`src/rtl/sys_ctrl_pkg.sv`:
```
// Shared command codes, FSM state encoding and helpers for the frame-driven system controller.
package sys_ctrl_pkg;

    localparam logic [7:0] CMD_RF_WR    = 8'hAA;
    localparam logic [7:0] CMD_RF_RD    = 8'hBB;
    localparam logic [7:0] CMD_ALU_OP   = 8'hCC;
    localparam logic [7:0] CMD_ALU_NOP  = 8'hDD;
    localparam logic [7:0] CMD_BURST_WR = 8'hEE;
    localparam logic [7:0] CMD_BURST_RD = 8'hFF;

    localparam int unsigned ALU_ADDR_A = 0;
    localparam int unsigned ALU_ADDR_B = 1;

    typedef enum logic [3:0] {
        IDLE, GET_ADDR, GET_DATA, GET_CNT, GET_A, GET_B, GET_FUN,
        RF_WR, RF_RD, WAIT_RD, PUSH, ALU_ISSUE, WAIT_ALU, PUSH_LO, PUSH_HI
    } state_t;

    function automatic logic is_get_state(input state_t s);
        return s inside {GET_ADDR, GET_DATA, GET_CNT, GET_A, GET_B, GET_FUN};
    endfunction

    function automatic logic is_known_cmd(input logic [7:0] b);
        return b inside {CMD_RF_WR, CMD_RF_RD, CMD_ALU_OP, CMD_ALU_NOP, CMD_BURST_WR, CMD_BURST_RD};
    endfunction

endpackage

```
`src/rtl/frame_timer.sv`:
```
// Inter-byte timeout: reloads while idle or on each byte, counts down while run is high.
module frame_timer #(
    parameter int unsigned TIMEOUT_CYCLES = 1024
) (
    input  logic clk_i,
    input  logic rst_ni,
    input  logic run,
    input  logic kick,
    output logic expired
);
    localparam int unsigned CW = $clog2(TIMEOUT_CYCLES + 1);

    logic [CW-1:0] remain_q, remain_d;

    always_comb begin
        remain_d = remain_q;
        if (!run || kick) begin
            remain_d = CW'(TIMEOUT_CYCLES);
        end else if (remain_q != '0) begin
            remain_d = remain_q - 1'b1;
        end
    end

    always_ff @(posedge clk_i or negedge rst_ni) begin
        if (!rst_ni) remain_q <= CW'(TIMEOUT_CYCLES);
        else         remain_q <= remain_d;
    end

    // terminal count: this is the TIMEOUT_CYCLES-th consecutive idle cycle
    assign expired = run && !kick && (remain_q == CW'(1));

endmodule

```
`src/rtl/sys_ctrl_burst.sv`:
```
// Byte-frame command decoder driving a register file, an ALU and a TX FIFO, with burst access.
// state     | meaning
// IDLE      | waiting for a command byte
// GET_*     | collecting frame bytes (addr, data, count, A, B, fun)
// RF_WR     | one-cycle register-file write strobe
// RF_RD     | one-cycle register-file read strobe
// WAIT_RD   | waiting for read data
// PUSH      | pushing read data to FIFO (stalls while full)
// ALU_ISSUE | one-cycle ALU start
// WAIT_ALU  | waiting for ALU result
// PUSH_LO/HI| pushing result low / high half
module sys_ctrl_burst
    import sys_ctrl_pkg::*;
#(
    parameter int unsigned DATA_WIDTH     = 8,
    parameter int unsigned ADDR_WIDTH     = 4,
    parameter int unsigned TIMEOUT_CYCLES = 1024
) (
    input  logic                    CLK,
    input  logic                    RST,
    input  logic [DATA_WIDTH-1:0]   RX_P_DATA,
    input  logic                    RX_D_VLD,
    input  logic                    FIFO_FULL,
    input  logic [2*DATA_WIDTH-1:0] ALU_OUT,
    input  logic                    OUT_Valid,
    input  logic [DATA_WIDTH-1:0]   Rd_D,
    input  logic                    Rd_D_Vld,
    output logic [DATA_WIDTH-1:0]   WR_DATA,
    output logic                    WR_INC,
    output logic                    ALU_EN,
    output logic [3:0]              ALU_FUN,
    output logic [DATA_WIDTH-1:0]   Wr_D,
    output logic [ADDR_WIDTH-1:0]   Addr,
    output logic                    WrEn,
    output logic                    RdEn,
    output logic                    CLK_EN,
    output logic                    CLK_DIV_EN,
    output logic                    ERR
);
    state_t                  state_q, state_d;
    logic [7:0]              cmd_q, cmd_d;
    logic [ADDR_WIDTH-1:0]   addr_q, addr_d;
    logic [DATA_WIDTH-1:0]   wrd_q, wrd_d;
    logic [DATA_WIDTH-1:0]   wdat_q, wdat_d;
    logic [DATA_WIDTH-1:0]   hi_q, hi_d;
    logic [DATA_WIDTH-1:0]   cnt_q, cnt_d;
    logic [3:0]              fun_q, fun_d;
    logic                    err_q, err_d;
    logic                    tmr_expired;
    logic [7:0]              rx_byte;

    assign rx_byte = RX_P_DATA[7:0];

    frame_timer #(.TIMEOUT_CYCLES(TIMEOUT_CYCLES)) u_timer (
        .clk_i  (CLK),
        .rst_ni (RST),
        .run    (is_get_state(state_q)),
        .kick   (RX_D_VLD),
        .expired(tmr_expired)
    );

    always_comb begin
        state_d = state_q;
        cmd_d   = cmd_q;
        addr_d  = addr_q;
        wrd_d   = wrd_q;
        wdat_d  = wdat_q;
        hi_d    = hi_q;
        cnt_d   = cnt_q;
        fun_d   = fun_q;
        err_d   = 1'b0;

        // bytes arriving while busy are dropped but flagged
        if (state_q != IDLE && !is_get_state(state_q)) err_d = RX_D_VLD;

        if (is_get_state(state_q) && tmr_expired) begin
            state_d = IDLE;
            err_d   = 1'b1;
        end else begin
            case (state_q)
                IDLE: if (RX_D_VLD) begin
                    if (is_known_cmd(rx_byte)) begin
                        cmd_d = rx_byte;
                        case (rx_byte)
                            CMD_ALU_OP:  state_d = GET_A;
                            CMD_ALU_NOP: state_d = GET_FUN;
                            default:     state_d = GET_ADDR;
                        endcase
                    end else begin
                        err_d = 1'b1;
                    end
                end
                GET_ADDR: if (RX_D_VLD) begin
                    addr_d = RX_P_DATA[ADDR_WIDTH-1:0];
                    case (cmd_q)
                        CMD_RF_WR: state_d = GET_DATA;
                        CMD_RF_RD: state_d = RF_RD;
                        default:   state_d = GET_CNT;
                    endcase
                end
                GET_CNT: if (RX_D_VLD) begin
                    cnt_d = RX_P_DATA;
                    if (RX_P_DATA == '0)             state_d = IDLE;
                    else if (cmd_q == CMD_BURST_WR)  state_d = GET_DATA;
                    else                             state_d = RF_RD;
                end
                GET_DATA: if (RX_D_VLD) begin
                    wrd_d   = RX_P_DATA;
                    state_d = RF_WR;
                end
                GET_A: if (RX_D_VLD) begin
                    addr_d  = ADDR_WIDTH'(ALU_ADDR_A);
                    wrd_d   = RX_P_DATA;
                    state_d = RF_WR;
                end
                GET_B: if (RX_D_VLD) begin
                    addr_d  = ADDR_WIDTH'(ALU_ADDR_B);
                    wrd_d   = RX_P_DATA;
                    state_d = RF_WR;
                end
                GET_FUN: if (RX_D_VLD) begin
                    fun_d   = RX_P_DATA[3:0];
                    state_d = ALU_ISSUE;
                end
                RF_WR: begin
                    case (cmd_q)
                        CMD_ALU_OP:   state_d = (addr_q == ADDR_WIDTH'(ALU_ADDR_A)) ? GET_B : GET_FUN;
                        CMD_BURST_WR: begin
                            addr_d  = addr_q + 1'b1;
                            cnt_d   = cnt_q - 1'b1;
                            state_d = (cnt_q == DATA_WIDTH'(1)) ? IDLE : GET_DATA;
                        end
                        default:      state_d = IDLE;
                    endcase
                end
                RF_RD:   state_d = WAIT_RD;
                WAIT_RD: if (Rd_D_Vld) begin
                    wdat_d  = Rd_D;
                    state_d = PUSH;
                end
                PUSH: if (!FIFO_FULL) begin
                    if (cmd_q == CMD_BURST_RD) begin
                        addr_d  = addr_q + 1'b1;
                        cnt_d   = cnt_q - 1'b1;
                        state_d = (cnt_q == DATA_WIDTH'(1)) ? IDLE : RF_RD;
                    end else begin
                        state_d = IDLE;
                    end
                end
                ALU_ISSUE: state_d = WAIT_ALU;
                WAIT_ALU: if (OUT_Valid) begin
                    wdat_d  = ALU_OUT[DATA_WIDTH-1:0];
                    hi_d    = ALU_OUT[2*DATA_WIDTH-1:DATA_WIDTH];
                    state_d = PUSH_LO;
                end
                PUSH_LO: if (!FIFO_FULL) begin
                    wdat_d  = hi_q;
                    state_d = PUSH_HI;
                end
                PUSH_HI: if (!FIFO_FULL) state_d = IDLE;
                default: state_d = IDLE;
            endcase
        end
    end

    always_ff @(posedge CLK or negedge RST) begin
        if (!RST) begin
            state_q <= IDLE;
            cmd_q   <= '0;
            addr_q  <= '0;
            wrd_q   <= '0;
            wdat_q  <= '0;
            hi_q    <= '0;
            cnt_q   <= '0;
            fun_q   <= '0;
            err_q   <= 1'b0;
        end else begin
            state_q <= state_d;
            cmd_q   <= cmd_d;
            addr_q  <= addr_d;
            wrd_q   <= wrd_d;
            wdat_q  <= wdat_d;
            hi_q    <= hi_d;
            cnt_q   <= cnt_d;
            fun_q   <= fun_d;
            err_q   <= err_d;
        end
    end

    assign WR_DATA    = wdat_q;
    assign WR_INC     = (state_q inside {PUSH, PUSH_LO, PUSH_HI}) && !FIFO_FULL;
    assign ALU_EN     = (state_q == ALU_ISSUE);
    assign ALU_FUN    = fun_q;
    assign Wr_D       = wrd_q;
    assign Addr       = addr_q;
    assign WrEn       = (state_q == RF_WR);
    assign RdEn       = (state_q == RF_RD);
    assign CLK_EN     = (state_q == ALU_ISSUE) || (state_q == WAIT_ALU);
    assign CLK_DIV_EN = 1'b1;
    assign ERR        = err_q;

endmodule

```
`config.mk`:
```
export PLATFORM = sky130hd
export DESIGN_NAME = sys_ctrl_burst
export DESIGN_NICKNAME = d
export VERILOG_FILES = /design/src/rtl/sys_ctrl_pkg.sv /design/src/rtl/frame_timer.sv /design/src/rtl/sys_ctrl_burst.sv
export SDC_FILE = /design/constraint.sdc
export NUM_CORES = 1
export LEC_CHECK = 0
export CAP_MARGIN = 10
export CORE_ASPECT_RATIO = 1.1
export CORE_UTILIZATION = 25
export CTS_BUF_LIST = sky130_fd_sc_hd__clkbuf_16
export DETAILED_ROUTE_END_ITERATION = 16
export PLACE_DENSITY_LB_ADDON = 0.2
export SYNTH_ARGS = -nofsm -noshare
export SYNTH_HDL_FRONTEND = slang
export SYNTH_HIERARCHICAL = 1
export SYNTH_SLANG_ARGS = --single-unit
```
`constraint.sdc`:
```
create_clock -name CLK -period 4.1 [get_ports CLK]
set_clock_uncertainty 0.05 [all_clocks]
set_input_delay 0.82 -clock CLK [delete_from_list [all_inputs] [get_ports CLK]]
set_output_delay 0.82 -clock CLK [all_outputs]
set_load 0.01 [all_outputs]
```
==> metrics.md <==
| Metric | Value |
|---|---|
| Worst setup path class | flip-flop to output pin |
| Fmax | 292 MHz |
| Startpoint Class | flip-flop |
| RSZ-0062 raised after global routing | false |
| Vias | 3396 |
| Drt pass-1 iters | 4 |
| Async S/R FF share, synth | 100% |
| Drt wl/cell | 16.8 um |
| DRT antenna net count | 0 |
| Core area | 15300 sq um |
| Net switching power | 1.49 mW |
| Syn_nets | 448 |
| Crit Path Max Fanout | 24 |
| Part of the power in registers | 32.3% |
| Leak | 2.05 nW |
| Sink Count | 64 |
| Number of H-tree levels | 3 |
| Crit path capture type | output pin |
| Final min period | 3.43 ns |
| Starting Density | 25.9% |
| Slew HR | 42.4% |
| Vias in the first global route | 3461 |
| Combinational power share | 48.7% |
| Gr ovfl total | 0 |
| Final Hold Viols | 0 |
| CTS tree | built |
| Postcts setup bufs | 0 |
| Worst r2r src | state_q[2]$_DFFE_PN0P_ |
| R2r endpoint | Addr[1]$_DFFE_PN0P_ |
| IO Port Bufs | 67 |
| IR Drop Worst-Case VDD | 240 uV |
| Worst min path class | flip-flop to flip-flop |
| Final-stage net count | 508 |
| Post-Syn Area per Cell | 9.80 sq um |
| Clk Latency, worst-skew pair | 0.34 ns |
| Ant diodes | 0 |
| CTS Hold Bufs | 0 |
| Setup TNS Final | 0 ns |
| Most common cell after layout, fill and taps aside | clkdlybuf4s50_1 |
| Internal power | 2.20 mW |
| Sequential area share after synthesis | 40.5% |
| Layout cells sized above 1 | 15.6% |
| R2R setup slack | 0.88 ns |
| Overall Global Routing Usage | 14.6% |
| CTS Buf Count | 9 |
| Sw Share | 40.4% |
| YS warnings | 6 |
| Slowest Stage Delay on Critical Path | 0.84 ns |
| Clock Power Share | 19.0% |
| Num rows | 47 |
| Ys flop type | dfrtp_1 |
| Io pins | 69 |
| Largest net degree at the start of global routing | 36 |
| Residual DRC | 0 |
| Die X | 122 um |
| P&R area growth vs syn | 27.9% |
| Hold Startpoint | cmd_q[3]$_DFFE_PN0P_ |
| Most frequent cells in the layout | clkdlybuf4s50_1 (66), dfrtp_1 (63), mux2_2 (31), nand2_1 (27), a21oi_1 (26) |
| EDFF count, synth | 0 |
| MaxCap Viol Count | 0 |
| Cell Area, Placed | 4790 sq um |
| Root buffer cell | clkbuf_16 |
| Final Max Slew Viols | 0 |
| Hpwl dp | 8150 um |
| Worst endpoint required time | 3.23 ns |
| Slowest cell on crit path | dfrtp_1 |
| Register bit total from synthesis | 64 |
| Routed WL | 11200 um |
| Cell count after synthesis | 404 |
| Critical Path AT | 2.56 ns |
| Crit path cell chain | inv_1, nor3_1, clkdlybuf4s50_1 |
| Final Instance Area | 5060 sq um |
| CP startpoint | state_q[3]$_DFFE_PN0P_ |
| DRT iter0 DRCs | 183 |
| Vias per cell | 5.11 |
| Post-CTS Resized | 0 |
| Initial antenna violation count | 0 |
| End point of the critical path | WR_INC |
| Pwr Density | 729 nW/um^2 |
| Final worst path period share | 83.7% |
| Mapped Area | 3960 sq um |
| Gpl congestion | 0.783 |
| Die area | 16300 sq um |
| CTS Buffer Depth | 2 |
| Die Y | 134 um |
| Slew @ Worst Pin | 0.864 ns |
| Status | completed |
| Clk pin slew, worst setup/hold paths | 0.06 ns |
| Setup Viol. Count Final | 0 |
| Unique masters post-synth | 76 |
| First-pass GRT wire length | 18400 um |
| Reg2Reg Depth | 10 |
## power by group through the flow
stage	Clock [mW]	Sequential, mW	Combinational (mW)
floorplan	0	1.15	1.23
global placement	0	1.19	1.80
detailed placement	0	1.20	1.80
CTS	0.726	1.19	1.81
global route	0.754	1.25	1.99
finish	0.702	1.19	1.80
## cells by family (layout without fill, tap and decap cells)
| family | count (synthesis) | count (layout) | share of synthesized area, % |
|---|---|---|---|
| AOI/OAI and AO/OA | 114 | 114 | 20.4 |
| xor gates and xnor gates | 3 | 3 | 0.664 |
| adders and majority gates | 6 | 6 | 1.90 |
| buffers and inverters | 44 | 109 | 5.21 |
| DFF | 64 | 64 | 40.5 |
| muxes | 44 | 44 | 12.2 |
| other | 1 | 1 | 0.0947 |
| and+or+nand+nor | 128 | 128 | 19.0 |
## worst max-delay path: cells and delay by family (launching register included)
kind,cells,cell delay (ns)
buf+inv,2,0.98
flops,1,0.84
simple gates,1,0.40
## final cells by class
cell class	count	area, sq um
Fill cell	1607	10200
Multi-Input combinational cell	296	2150
Sequential cell	64	1600
Timing Repair Buffer	75	726
Tap cell	196	245
Clock buffer	9	225
Inverter	18	67.6
Clock inverter	7	48.8
## per-stage QoR
step	utilization [%]	cells	hold WS (ns)	power [mW]	worst slack, ns
after floorplan	-	404	0.399	2.38	1.17
after global placement	31.3	649	0.417	2.98	0.879
after detailed placement	31.3	649	0.421	3.00	0.893
after CTS	33.1	665	0.434	3.73	0.661
after global routing	33.1	665	0.443	3.99	0.510
final	33.1	665	0.430	3.69	0.669
## cell usage after synthesis, types with 3 or more instances
cell type / number / share of area (%)
nor2b_1: 5 / 0.79
or3_1: 3 / 0.47
a211oi_1: 5 / 0.95
mux2_2: 31 / 8.8
nand4b_1: 4 / 0.88
o31ai_1: 7 / 1.3
clkbuf_1: 9 / 0.85
o311ai_0: 4 / 0.88
mux2i_1: 11 / 2.8
o22ai_1: 5 / 0.79
nor3_1: 14 / 1.8
o21ai_0: 17 / 2.1
buf_2: 9 / 1.1
inv_1: 16 / 1.5
nor4bb_1: 3 / 0.76
o21ai_1: 6 / 0.76
a211o_1: 4 / 0.88
nand2b_1: 7 / 1.1
o41ai_1: 3 / 0.66
ha_1: 6 / 1.9
or4_1: 5 / 0.95
nor4_1: 7 / 1.1
dfrtp_1: 63 / 40
nor3b_1: 5 / 0.95
nand2_1: 27 / 2.6
and2_1: 4 / 0.63
nor2_1: 15 / 1.4
o211ai_1: 3 / 0.57
xnor2_1: 3 / 0.66
nand4_1: 5 / 0.79
a32o_1: 3 / 0.76
nand3_1: 6 / 0.76
buf_4: 4 / 0.76
a21oi_1: 26 / 3.3
## metal layers
| metal | up-vias | share of wire (%) | track usage, % |
|---|---|---|---|
| li1 | 1656 | - | - |
| met1 | 1639 | 44 | 18.2 |
| met2 | 87 | 50 | 24.0 |
| met3 | 14 | 3.9 | 2.93 |
| met4 | 0 | 2.1 | 6.72 |
| met5 | - | 0 | 0 |
## state kept, by name, indices dropped and copies added, names as in the netlist
signal / flops
cnt_q: 8
Wr_D: 8
state_q: 4
u_timer/remain_q: 11
ALU_FUN: 4
hi_q: 8
ERR: 1
cmd_q: 8
Addr: 4
WR_DATA: 8
## worst min path at each step
stage | endpoint | slack [ns] | cells past startpoint
floorplan | u_timer/remain_q[10]$_DFFE_PN1P_ | 0.40 | 2
global placement | cmd_q[3]$_DFFE_PN0P_ | 0.42 | 1
CTS | cmd_q[3]$_DFFE_PN0P_ | 0.43 | 1
detailed placement | cmd_q[3]$_DFFE_PN0P_ | 0.42 | 1
finish | cmd_q[3]$_DFFE_PN0P_ | 0.43 | 1
global route | cmd_q[3]$_DFFE_PN0P_ | 0.44 | 1
Note: power is estimated with default switching activity, not from simulation.
